===== src/rtl/uart_line_pkg.sv =====
// uart_line_pkg: receiver state encoding and ASCII constants shared by the line receiver.
package uart_line_pkg;
    typedef enum logic [2:0] {IDLE, START, DATA, STOP, WAIT_IDLE} rx_state_e;
    localparam logic [7:0] ASCII_LF = 8'h0A;
    localparam logic [7:0] ASCII_CR = 8'h0D;
    localparam logic [7:0] ASCII_O  = 8'h4F;
    localparam logic [7:0] ASCII_K  = 8'h4B;
endpackage


===== src/rtl/sync_fifo.sv =====
// sync_fifo: show-ahead FIFO; a write to a full FIFO succeeds only alongside a same-cycle read.
module sync_fifo #(
    parameter int WIDTH = 8,
    parameter int DEPTH = 64
) (
    input  logic             clk,
    input  logic             rst,
    input  logic             wr_en,
    input  logic [WIDTH-1:0] wr_data,
    input  logic             rd_en,
    output logic [WIDTH-1:0] rd_data,
    output logic             full,
    output logic             empty,
    output logic             wr_ok,
    output logic             rd_ok
);
    localparam int AW = $clog2(DEPTH);
    logic [WIDTH-1:0] mem [DEPTH];
    logic [AW:0] wr_ptr, rd_ptr;
    assign empty   = wr_ptr == rd_ptr;
    assign full    = (wr_ptr[AW] != rd_ptr[AW]) && (wr_ptr[AW-1:0] == rd_ptr[AW-1:0]);
    assign rd_ok   = rd_en && !empty;
    assign wr_ok   = wr_en && (!full || rd_ok);
    assign rd_data = empty ? '0 : mem[rd_ptr[AW-1:0]];
    always_ff @(posedge clk)
        if (wr_ok) mem[wr_ptr[AW-1:0]] <= wr_data;
    always_ff @(posedge clk)
        if (rst) begin
            wr_ptr <= '0;
            rd_ptr <= '0;
        end else begin
            wr_ptr <= wr_ptr + {{AW{1'b0}}, wr_ok};
            rd_ptr <= rd_ptr + {{AW{1'b0}}, rd_ok};
        end
endmodule


===== src/rtl/uart_line_rx.sv =====
// uart_line_rx: 8N1 receiver feeding a show-ahead FIFO with LF counting and sticky error flags.
// Define UART_LINE_RX_OK_DETECT_EN to enable the "OK\r\n" detector driving ok_seen.
module uart_line_rx
    import uart_line_pkg::*;
#(
    parameter int CLK_HZ = 50000000,
    parameter int BAUD   = 115200,
    parameter int DEPTH  = 64
) (
    input  logic                    CLOCK_50,
    input  logic                    reset,
    input  logic                    rxd,
    input  logic                    rd_en,
    output logic [7:0]              rd_data,
    output logic                    rd_valid,
    output logic [$clog2(DEPTH):0]  line_count,
    output logic                    framing_err,
    output logic                    overflow,
    input  logic                    clr_err,
    output logic                    ok_seen
);
    localparam int CPB = CLK_HZ / BAUD;
    localparam int CW  = $clog2(CPB);
    localparam int LW  = $clog2(DEPTH) + 1;
    localparam logic [CW-1:0] BIT_END  = CW'(CPB - 1);
    localparam logic [CW-1:0] HALF_END = CW'(CPB / 2 - 1);
    rx_state_e state_q, state_d;
    logic [CW-1:0] cnt_q, cnt_d;
    logic [2:0] bit_q, bit_d;
    logic [7:0] sh_q, sh_d;
    logic s1, rx, rx_prev, push, ferr, full, empty, wr_ok, rd_ok;
    always_ff @(posedge CLOCK_50)
        if (reset) {s1, rx, rx_prev} <= '1;
        else {s1, rx, rx_prev} <= {rxd, s1, rx};
    always_ff @(posedge CLOCK_50)
        if (reset) begin
            state_q <= IDLE;
            cnt_q   <= '0;
            bit_q   <= '0;
            sh_q    <= '0;
        end else begin
            state_q <= state_d;
            cnt_q   <= cnt_d;
            bit_q   <= bit_d;
            sh_q    <= sh_d;
        end
    always_comb begin
        state_d = state_q;
        cnt_d   = cnt_q + CW'(1);
        bit_d   = bit_q;
        sh_d    = sh_q;
        push    = 1'b0;
        ferr    = 1'b0;
        case (state_q)
            IDLE: begin
                cnt_d = '0;
                if (rx_prev && !rx) state_d = START;
            end
            START: if (cnt_q == HALF_END) begin
                cnt_d   = '0;
                bit_d   = '0;
                state_d = rx ? IDLE : DATA;
            end
            DATA: if (cnt_q == BIT_END) begin
                cnt_d = '0;
                sh_d  = {rx, sh_q[7:1]};
                bit_d = bit_q + 3'd1;
                if (bit_q == 3'd7) state_d = STOP;
            end
            STOP: if (cnt_q == BIT_END) begin
                cnt_d   = '0;
                push    = rx;
                ferr    = !rx;
                state_d = rx ? IDLE : WAIT_IDLE;
            end
            WAIT_IDLE: begin
                cnt_d = '0;
                if (rx) state_d = IDLE;
            end
            default: state_d = IDLE;
        endcase
    end
    sync_fifo #(.WIDTH(8), .DEPTH(DEPTH)) u_fifo (
        .clk(CLOCK_50), .rst(reset), .wr_en(push), .wr_data(sh_q), .rd_en(rd_en),
        .rd_data(rd_data), .full(full), .empty(empty), .wr_ok(wr_ok), .rd_ok(rd_ok)
    );
    assign rd_valid = !empty;
    // A set event takes priority over a simultaneous clear.
    always_ff @(posedge CLOCK_50)
        if (reset) begin
            line_count  <= '0;
            framing_err <= 1'b0;
            overflow    <= 1'b0;
        end else begin
            line_count  <= line_count + LW'(wr_ok && sh_q == ASCII_LF) - LW'(rd_ok && rd_data == ASCII_LF);
            framing_err <= ferr ? 1'b1 : clr_err ? 1'b0 : framing_err;
            overflow    <= (push && full && !rd_ok) ? 1'b1 : clr_err ? 1'b0 : overflow;
        end
`ifdef UART_LINE_RX_OK_DETECT_EN
    logic [1:0] ok_pos;
    logic [7:0] ok_exp;
    always_comb ok_exp = ok_pos == 2'd0 ? ASCII_O : ok_pos == 2'd1 ? ASCII_K : ok_pos == 2'd2 ? ASCII_CR : ASCII_LF;
    always_ff @(posedge CLOCK_50)
        if (reset) begin
            ok_pos  <= '0;
            ok_seen <= 1'b0;
        end else begin
            ok_seen <= wr_ok && ok_pos == 2'd3 && sh_q == ASCII_LF;
            if (wr_ok) ok_pos <= sh_q == ok_exp ? ok_pos + 2'd1 : {1'b0, sh_q == ASCII_O};
        end
`else
    assign ok_seen = 1'b0;
`endif
endmodule


===== config.mk =====
export PLATFORM = sky130hd
export DESIGN_NAME = uart_line_rx
export DESIGN_NICKNAME = d
export VERILOG_FILES = /design/src/rtl/uart_line_pkg.sv /design/src/rtl/sync_fifo.sv /design/src/rtl/uart_line_rx.sv
export SDC_FILE = /design/constraint.sdc
export NUM_CORES = 1
export LEC_CHECK = 0
export ABC_AREA = 0
export CAP_MARGIN = 20
export CORE_UTILIZATION = 35
export CTS_CLUSTER_DIAMETER = 30
export DETAILED_ROUTE_END_ITERATION = 10
export PLACE_DENSITY_LB_ADDON = 0.1
export SETUP_SLACK_MARGIN = 0.02
export SLEW_MARGIN = 20
export SYNTH_ARGS = -nofsm -noshare
export SYNTH_HDL_FRONTEND = slang
export SYNTH_SLANG_ARGS = --single-unit

===== constraint.sdc =====
create_clock -name CLOCK_50 -period 7.6 [get_ports CLOCK_50]
set_clock_uncertainty 0.15 [all_clocks]
set_input_delay 1.52 -clock CLOCK_50 [delete_from_list [all_inputs] [get_ports CLOCK_50]]
set_output_delay 1.52 -clock CLOCK_50 [all_outputs]
set_load 0.02 [all_outputs]

# Word level (Yosys, flattened, before mapping)
# Memory sizes are Yosys's and may differ from the RTL's. A register that Yosys moved wholly into a read port is not among the register bits.
# Index checks and enable logic that the tools add are counted.
# totals
out_inout_bits	19
word_cells	85
mem_count	1
regBits	49
ram_bits	512
inputBits	5
# memory_table
memory	words	word_bits	rd	rd_ports_with_merged_regs	write_ports	line	rtl
u_fifo.mem	64	8	1	1	1	sync_fifo.sv:18	logic [WIDTH-1:0] mem [DEPTH];
# op_classes
n_mux	26
addsub	6
n_eq_ne	18
n_reduce_logical	22
# ops
op	n
$mux W3	9
$pmux W9 S3	1
$add A7 B1 Y7	3
$mux W9	2
$eq A8 B4 Y1 const B	2
$pmux W3 S5	1
$ne A2 B2 Y1 const B	6
$add A9 B1 Y9 const B	1
$eq A9 B8 Y1 const B	1
$eq A9 B9 Y1 const B	1
$mux W1	9
$logic_and A1 B1 Y1	8
$mux W8	1
$eq A7 B7 Y1	1
$sub A7 B1 Y7	1
$eq A3 B2 Y1 const B	2
$eq A3 B3 Y1 const B	2
$eq A6 B6 Y1	1
$mux W6	1
$pmux W3 S2	1
$reduce_and A6 Y1	1
$reduce_bool A2 Y1	3
$logic_not A1 Y1	4
$reduce_or A2 Y1	2
other kinds (8)	8

# Logic depth before layout (Yosys ltp)
# Gate-level depths: netlist (run 1).
# logic_depth
word_depth	8
ltp_mapped	22
mapped_depth_nobuf	17

# Hierarchy
# A second synthesis (run 1) with hierarchy kept.
# hier_totals
cells_unflattened	1227
area_unflattened_um2	22509.1
# by_module_without_submodules
module	seq_area_each_um2	area_per_inst_um2	instances	cells_per_inst
sync_fifo	15655.0	20699.9	1	1019
uart_line_rx	700.7	1809.2	1	208

# Worst setup path before layout (run 1)
# No wires, ideal clock.
# synth_path
path_kind	reg2reg
from	register u_fifo.rd_ptr[1]
to	register line_count[6]
stages_incl_launch_ff	23
required_time_ns	7.322
path_slack_ns	3.229
synth_period_minus_slack_ns	4.371
path_buffers	5
setup_ns	0.128
t_arrival_ns	4.093
cell_sequence	dfxtp_1 -> buf_2 -> buf_6 -> buf_2 -> buf_4 -> buf_2 -> mux2i_1 -> o22ai_1 -> a2111oi_0 -> o21ai_0 -> o2111a_1 -> nand2_1 -> nor4_2 -> ha_1 -> inv_1 -> ha_1 -> fa_1 -> a21o_1 -> a21oi_1 -> o21bai_1 -> a21oi_1 -> xnor2_1 -> nor2_1
# synth_via
word_cells_on_any_way	14
classes_between	add/sub: 2; eq/ne: 3; mux: 1; reduce/logical: 8
# synth_lines
item	line	rtl
start: declaration	sync_fifo.sv:19	logic [AW:0] wr_ptr, rd_ptr;
start signal: assignment	sync_fifo.sv:33	rd_ptr <= rd_ptr + {{AW{1'b0}}, rd_ok};
$eq A7 B7 Y1	sync_fifo.sv:20	assign empty = wr_ptr == rd_ptr;
$mux W8	sync_fifo.sv:24	assign rd_data = empty ? '0 : mem[rd_ptr[AW-1:0]];
via rd_data[1]	uart_line_rx.sv:14	output logic [7:0] rd_data,
$eq A8 B4 Y1	uart_line_rx.sv:95	line_count <= line_count + LW'(wr_ok && sh_q == ASCII_LF) - LW'(rd_ok && rd_data == ASCII_LF);
$logic_and A1 B1 Y1	uart_line_rx.sv:95	
$sub A7 B1 Y7	uart_line_rx.sv:95	
end signal: assignment	uart_line_rx.sv:95	
end: declaration	uart_line_rx.sv:16	output logic [$clog2(DEPTH):0] line_count,
# The timed path passes the listed nets, and every way through them passes these cells.
# A chain may end at the register's enable or synchronous reset.

# Worst setup path in the final report (run 1)
# layout_path
from	register u_fifo.rd_ptr[2]
to	output port rd_data[0]
# layout_via
elab_chain_len	2
# layout_rtl
item	line
$eq A7 B7 Y1	sync_fifo.sv:20
$mux W8	sync_fifo.sv:24
end: declaration	uart_line_rx.sv:14
# No other way between the ends.

==> impl_summary.log, run 1 <==
[metrics] remaining design rule violation count: 0
[metrics] final cycle utilization of the critical path: 83.4%
[metrics] Clock Sinks: 561
[metrics] max-cap check violation count: 0
[metrics] global route overflow: 0
[metrics] share of the synthesized area in the top cell type: 68.6%
[metrics] final estimated routing congestion in global placement: 0.840
[metrics] transition time at the pin with the least slew margin: 1.06 ns
[metrics] worst path cell trace: inv_1 > nor2_1 > a22oi_1 > nand4_1 > nand2_1 > o21ai_0 > and2_1 > clkdlybuf4s50_1
[metrics] clock buffer depth: 3
[metrics] Async S/R FF share, synth: 0%
[metrics] drt total wl: 58.4 mm
[metrics] register cell area after layout: 0.0164 mm^2
[metrics] capture point of the worst reg-to-reg path: line_count[6]$_SDFF_PP0_
[metrics] clock slew at the register clock pins of the worst setup and hold paths: 0.04 ns
[metrics] initial antenna violation count: 1
[metrics] Fill cells: 5491
[metrics] most area-consuming cells after synthesis: edfxtp_1 69%, mux4_2 11%, dfxtp_1 4.4%, mux2i_1 2.3%, nor2_1 2.0%
[metrics] Seq/Total Area, Yosys: 73.0%
[metrics] result of the run: finished, final reports clean
[metrics] worst-case headroom to the max-slew limit: 28.8%
[metrics] WP data arrival: 4.67 ns
[metrics] cell row count: 92
[metrics] number of enable flip-flop cells after synthesis: 512
[metrics] Fin. Hold Viols: 0
[metrics] TritonCTS clock tree: done
[metrics] Period minus WS final: 6.34 ns
[metrics] max frequency: 0.158 GHz
[metrics] Via Count: 11800
[metrics] number of standard cells after synthesis: 1227
[metrics] Min-Delay Endpoint: rx$_SDFF_PP1_
[metrics] IR Drop Worst-Case VDD: 0.216 mV
[metrics] FF-to-FF Start: u_fifo.rd_ptr[0]$_SDFF_PP0_
[metrics] FF+latch count, synth: 561
[metrics] worst hold path class: register to register
[metrics] final count of negative-setup-slack endpoints: 0
[metrics] highest cell delay on the worst timing path: 0.92 ns
[metrics] die outline width: 255 um
[metrics] PD cells: 317 mW/mm^2
[metrics] Port Buffer Count: 22
[metrics] ports placed on the boundary: 24
[metrics] cell taking the most area after synthesis: edfxtp_1
[metrics] leakage power: 9.12 nW
[metrics] reg-to-reg setup timing slack: 1.99 ns
[metrics] Netlist cell types: 62
[metrics] RSZ-0062 raised after global routing: false
[metrics] Hold Worst Slack: 0.254 ns
[metrics] first-iteration detailed-routing DRC count: 1006
[metrics] worst r2r path cells: 18
[metrics] number of max-slew violations in the final report: 0
[metrics] Num CTS Buffers: 131
[metrics] post-CTS resize count: 0
[metrics] share of cells above drive strength 1: 25.2%
[metrics] residual antenna-violating net count after detailed routing: 0
[metrics] Worst Hold Launch: s1$_SDFF_PP1_
[metrics] commonest register cell after synthesis: edfxtp_1
[metrics] Post-layout nets: 1367
[metrics] global-route wire length before repair: 85.3 mm
[metrics] Die Area: 0.0651 mm^2
[metrics] buffer count from post-CTS setup fixing: 0
[metrics] total area of multi-input combinational cells: 0.00565 mm^2
[metrics] router iterations before antenna repair: 5
[metrics] clock root buffer master: clkbuf_16
[metrics] via/cell ratio: 5.16
[metrics] kind of critical path: register to output port
[metrics] die height: 255 um
[metrics] highest fanout seen on the critical path: 27
[metrics] H-tree Lvls: 4
[metrics] Netlist Area Pre-Place: 0.0224 mm^2
[metrics] synth-to-layout area growth: 25.0%
[metrics] Worst setup EP type: output port
[metrics] number of cells on the worst hold path: 1
[metrics] starting utilization of the core area: 35.5%
[metrics] maximum number of pins on one net before global-route repair: 68
[metrics] hold buffer count at CTS: 0
[metrics] Critical-path top delay cell: dfxtp_2
[metrics] synthesized net count: 1249
[metrics] average cell area after synthesis: 18.3 um^2
[metrics] Yosys warning count: 0
[metrics] clk_lat worst skew: 0.70 ns
[metrics] aggregate negative setup slack: 0 ns
[metrics] number of global-route vias before repair: 12100
[metrics] core box area: 0.0632 mm^2
[metrics] post-DP HPWL: 34.8 mm
[metrics] gr usage total: 18.7%
[metrics] Crit path required time: 5.93 ns
[metrics] DR WL/cell: 25.5 um
[metrics] launching element type of the critical path: register
==> synthesized netlist by cell type, types with 7 or more instances <==
| cell type | n |
|---|---|
| edfxtp_1 | 512 |
| nor2_1 | 122 |
| mux4_2 | 106 |
| mux2i_1 | 51 |
| dfxtp_1 | 49 |
| nand2_1 | 41 |
| a21oi_1 | 27 |
| clkbuf_1 | 23 |
| nand3_1 | 22 |
| nor2b_1 | 19 |
| buf_2 | 18 |
| xor2_1 | 17 |
| ha_1 | 16 |
| inv_1 | 15 |
| a22oi_1 | 11 |
| nand2b_1 | 11 |
| o21ai_0 | 11 |
| xnor2_1 | 10 |
| mux2_2 | 9 |
| mux4_1 | 9 |
| a211oi_1 | 8 |
| a221oi_1 | 8 |
| buf_4 | 8 |
| and2_1 | 7 |
| buf_6 | 7 |
| nand4_1 | 7 |
==> routing by layer <==
layer / vias to the layer above / global-route usage, % / share of wire, % / wire length [um]
met5: - / 0 / 0 / 0
met4: 0 / 7.70 / 2.6 / 1530
met2: 336 / 27.5 / 45 / 26400
met3: 98 / 4.47 / 5.0 / 2930
met1: 6194 / 26.5 / 47 / 27500
li1: 5199 / - / - / -
==> power breakdown <==
group / switching (mW) / internal (mW) / leakage, nW
Clock: 1.76 / 3.79 / 2.15
Combinational: 0.00713 / 0.00389 / 1.82
Sequential: 0.00164 / 3.33 / 5.14
==> layout make-up <==
class                           count  share of cell area, %
Clock inverter                     78                   3.57
Multi-Input combinational cell    587                   20.2
Timing Repair Buffer               48                   1.62
Sequential cell                   561                   58.4
Antenna cell                        1                0.00893
Clock buffer                      157                   12.2
Inverter                           16                  0.214
Tap cell                          846                   3.78
==> cell families (layout without fill, tap and decap cells) <==
family                   count (synthesis)  count (layout)  share of synthesized area [%]
AND/OR/NAND/NOR                        267             267                           5.65
flip-flops                             561             561                           73.0
buffers and inverters                   79             299                           1.88
adder cells (fa/ha/maj)                 17              17                          0.982
XOR/XNOR                                27              27                           1.05
AO/OA/AOI/OAI                          100             100                           3.03
other                                    1               2                         0.0167
multiplexers                           175             175                           14.4
==> layout by cell type (no fill, tap or decap), drive strengths merged, types with 19 or more instances in the layout <==
cell             n
mux4           115
clkinv          46
nand2           41
nor2           122
a21oi           27
inv             26
clkdlybuf4s50   22
mux2i           51
clkbuf         157
buf             26
edfxtp         512
nand3           22
dfxtp           49
nor2b           19
==> how the worst max path moves through the flow <==
stage | from | end | depth (start not counted)
detailed placement | u_fifo.rd_ptr[0]$_SDFF_PP0_ | line_count[6]$_SDFF_PP0_ | 18
global route | u_fifo.rd_ptr[2]$_SDFF_PP0_ | rd_data[0] | 8
global placement | u_fifo.rd_ptr[0]$_SDFF_PP0_ | line_count[6]$_SDFF_PP0_ | 18
floorplan | u_fifo.rd_ptr[1]$_SDFF_PP0_ | line_count[6]$_SDFF_PP0_ | 22
CTS | u_fifo.rd_ptr[2]$_SDFF_PP0_ | rd_data[0] | 8
finish | u_fifo.rd_ptr[2]$_SDFF_PP0_ | rd_data[0] | 8
==> metrics by stage <==
stage          power (mW)  worst slack, ns  std cells  area (um^2)  util, %
2_1_floorplan        3.39             3.23       1227        22400        -
3_3_place_gp         3.39             1.89       2057        23600     37.3
6_report             8.89             1.26       2294        28000     44.3
3_5_place_dp         3.39             1.88       2057        23600     37.3
4_1_cts              8.99             1.24       2292        28000     44.3
5_1_grt              9.14             1.13       2293        28000     44.3
==> critical path, delay by kind of cell, from the launching register on <==
kind                   cells  cell delay [ns]
buffers and inverters      2             1.22
and+or+nand+nor            4             1.09
DFF                        1             0.92
AOI/OAI and AO/OA          2             0.74
==> flip-flops by register name (all words and copies together), names as in the netlist <==
register	flops
cnt_q	9
u_fifo.rd_ptr	7
s1	1
framing_err	1
u_fifo.mem	512
line_count	7
rx	1
rx_prev	1
u_fifo.wr_ptr	7
overflow	1
sh_q	8
state_q	3
bit_q	3
No activity file was read; power rests on OpenSTA's default activity.
==> run 2: changes to the inputs <==
Clock period 7.6 ns to 6.2 ns, I/O delays scaled along.
==> impl_summary.log, run 2 (synthesis gave the netlist of run 1 again) <==
[metrics] WP data arrival: 4.46 ns
[metrics] die height: 255 um
[metrics] H-tree Lvls: 3
[metrics] router iterations before antenna repair: 7
[metrics] hold buffer count at CTS: 0
[metrics] final cycle utilization of the critical path: 94.3%
[metrics] starting utilization of the core area: 35.5%
[metrics] cell row count: 92
[metrics] PD cells: 388 mW/mm^2
[metrics] RSZ-0062 raised after global routing: false
[metrics] highest fanout seen on the critical path: 36
[metrics] Worst setup EP type: output port
[metrics] gr usage total: 18.3%
[metrics] drt total wl: 57.6 mm
[metrics] IR Drop Worst-Case VDD: 0.291 mV
[metrics] worst-case headroom to the max-slew limit: 27.3%
[metrics] highest cell delay on the worst timing path: 0.92 ns
[metrics] post-DP HPWL: 35.2 mm
[metrics] TritonCTS clock tree: done
[metrics] max frequency: 0.171 GHz
[metrics] global-route wire length before repair: 85.2 mm
[metrics] final estimated routing congestion in global placement: 0.834
[metrics] clock root buffer master: clkbuf_16
[metrics] worst path cell trace: buf_4 > mux4_2 > nor2b_1 > a211oi_1 > a31oi_1 > a221oi_1 > nor2_1 > clkdlybuf4s50_1
[metrics] Die Area: 0.0651 mm^2
[metrics] Num CTS Buffers: 119
[metrics] first-iteration detailed-routing DRC count: 978
[metrics] remaining design rule violation count: 0
[metrics] Crit path required time: 4.81 ns
[metrics] Tot Pwr: 10.9 mW
[metrics] transition time at the pin with the least slew margin: 1.09 ns
[metrics] ports placed on the boundary: 24
[metrics] max FFs per register: 512
[metrics] share of cells above drive strength 1: 26.1%
[metrics] die outline width: 255 um
[metrics] Critical-path top delay cell: dfxtp_4
[metrics] final count of negative-setup-slack endpoints: 0
[metrics] residual antenna-violating net count after detailed routing: 0
[metrics] core box area: 0.0632 mm^2
[metrics] clock slew at the register clock pins of the worst setup and hold paths: 0.05 ns
[metrics] result of the run: finished, final reports clean
[metrics] Post-layout nets: 1376
[metrics] most common cell after layout, fill and taps aside: edfxtp_1
[metrics] buffer count from post-CTS setup fixing: 0
[metrics] synth-to-layout area growth: 25.6%
[metrics] Antenna Cells: 0
[metrics] initial antenna violation count: 0
[metrics] final core utilization: 44.5%
[metrics] max-cap check violation count: 0
[metrics] most used cells in the layout excluding fill and tap cells: 512 x edfxtp_1, 121 x nor2_1, 121 x clkbuf_16
[metrics] DR WL/cell: 25.0 um
[metrics] Via Count: 11800
[metrics] via/cell ratio: 5.11
[metrics] maximum number of pins on one net before global-route repair: 68
[metrics] aggregate negative setup slack: 0 ns
[metrics] leakage power: 9.19 nW
[metrics] Fill cells: 5451
[metrics] launching element type of the critical path: register
[metrics] kind of critical path: register to output port
[metrics] clock buffer depth: 3
[metrics] Port Buffer Count: 22
[metrics] Fin. Hold Viols: 0
[metrics] Clock Sinks: 561
[metrics] Period minus WS final: 5.85 ns
[metrics] number of max-slew violations in the final report: 0
[metrics] global route overflow: 0
[metrics] number of global-route vias before repair: 12500
[metrics] post-CTS resize count: 0
[metrics] worst hold path class: register to register
[metrics] clk_lat worst skew: 0.65 ns
## run 2: final cells by class
type                    instances  area, um^2  area share [%]
clock buffers                 136        3110            11.1
inverters                      16        60.1           0.213
multi-input cells             587        5650            20.1
flip-flops and latches        561       16400            58.2
well taps                     846        1060            3.76
clock inverters                88        1270            4.50
repair buffers                 69         623            2.21
## run 2: metal layers
layer  GRT usage, %  vias to the layer above  part of all wire, %
li1               -                     5204                    -
met1           25.3                     6202                   45
met2           29.4                      295                   48
met3           3.21                       73                  4.6
met4           6.07                        0                  1.8
met5              0                        -                    0
## run 2: critical path: cells and delay by family, from the launching register on
family                 cells  cell delay, ns
AOI/OAI and AO/OA          3            0.98
and+or+nand+nor            2            0.33
muxes                      1            0.53
DFF                        1            0.92
buffers and inverters      2            1.02
## run 2: final timing paths
check | from | end | slack [ns] | cells past startpoint
setup / recovery | u_fifo.rd_ptr[0]$_SDFF_PP0_ | rd_data[4] | 0.35 | 8
hold / removal | s1$_SDFF_PP1_ | rx$_SDFF_PP1_ | 0.26 | 1
setup reg to reg | u_fifo.rd_ptr[0]$_SDFF_PP0_ | line_count[6]$_SDFF_PP0_ | 0.62 | 17
hold reg to reg | s1$_SDFF_PP1_ | rx$_SDFF_PP1_ | 0.26 | 1
## run 2: power breakdown
group / total [mW] / internal [mW] / switching, mW / leakage [nW]
Sequential: 4.08 / 4.08 / 0.00200 / 5.14
Clock: 6.82 / 4.78 / 2.04 / 2.11
Combinational: 0.0133 / 0.00476 / 0.00849 / 1.93
## run 2: through the flow
step / area, um^2 / worst slack [ns] / cells / hold slack [ns]
after floorplan: 22400 / 1.83 / 1227 / 0.239
after global placement: 23800 / 0.495 / 2079 / 0.248
after detailed placement: 23800 / 0.462 / 2079 / 0.248
after CTS: 28100 / 0.221 / 2303 / 0.261
after global routing: 28100 / 0.113 / 2303 / 0.279
final: 28100 / 0.351 / 2303 / 0.258
==> run 3: changes to the inputs <==
Settings changed: CTS_CLUSTER_SIZE set to 10.
==> results of run 3 <==
No change in the layout: final DEF, timing and power equal those of run 2.
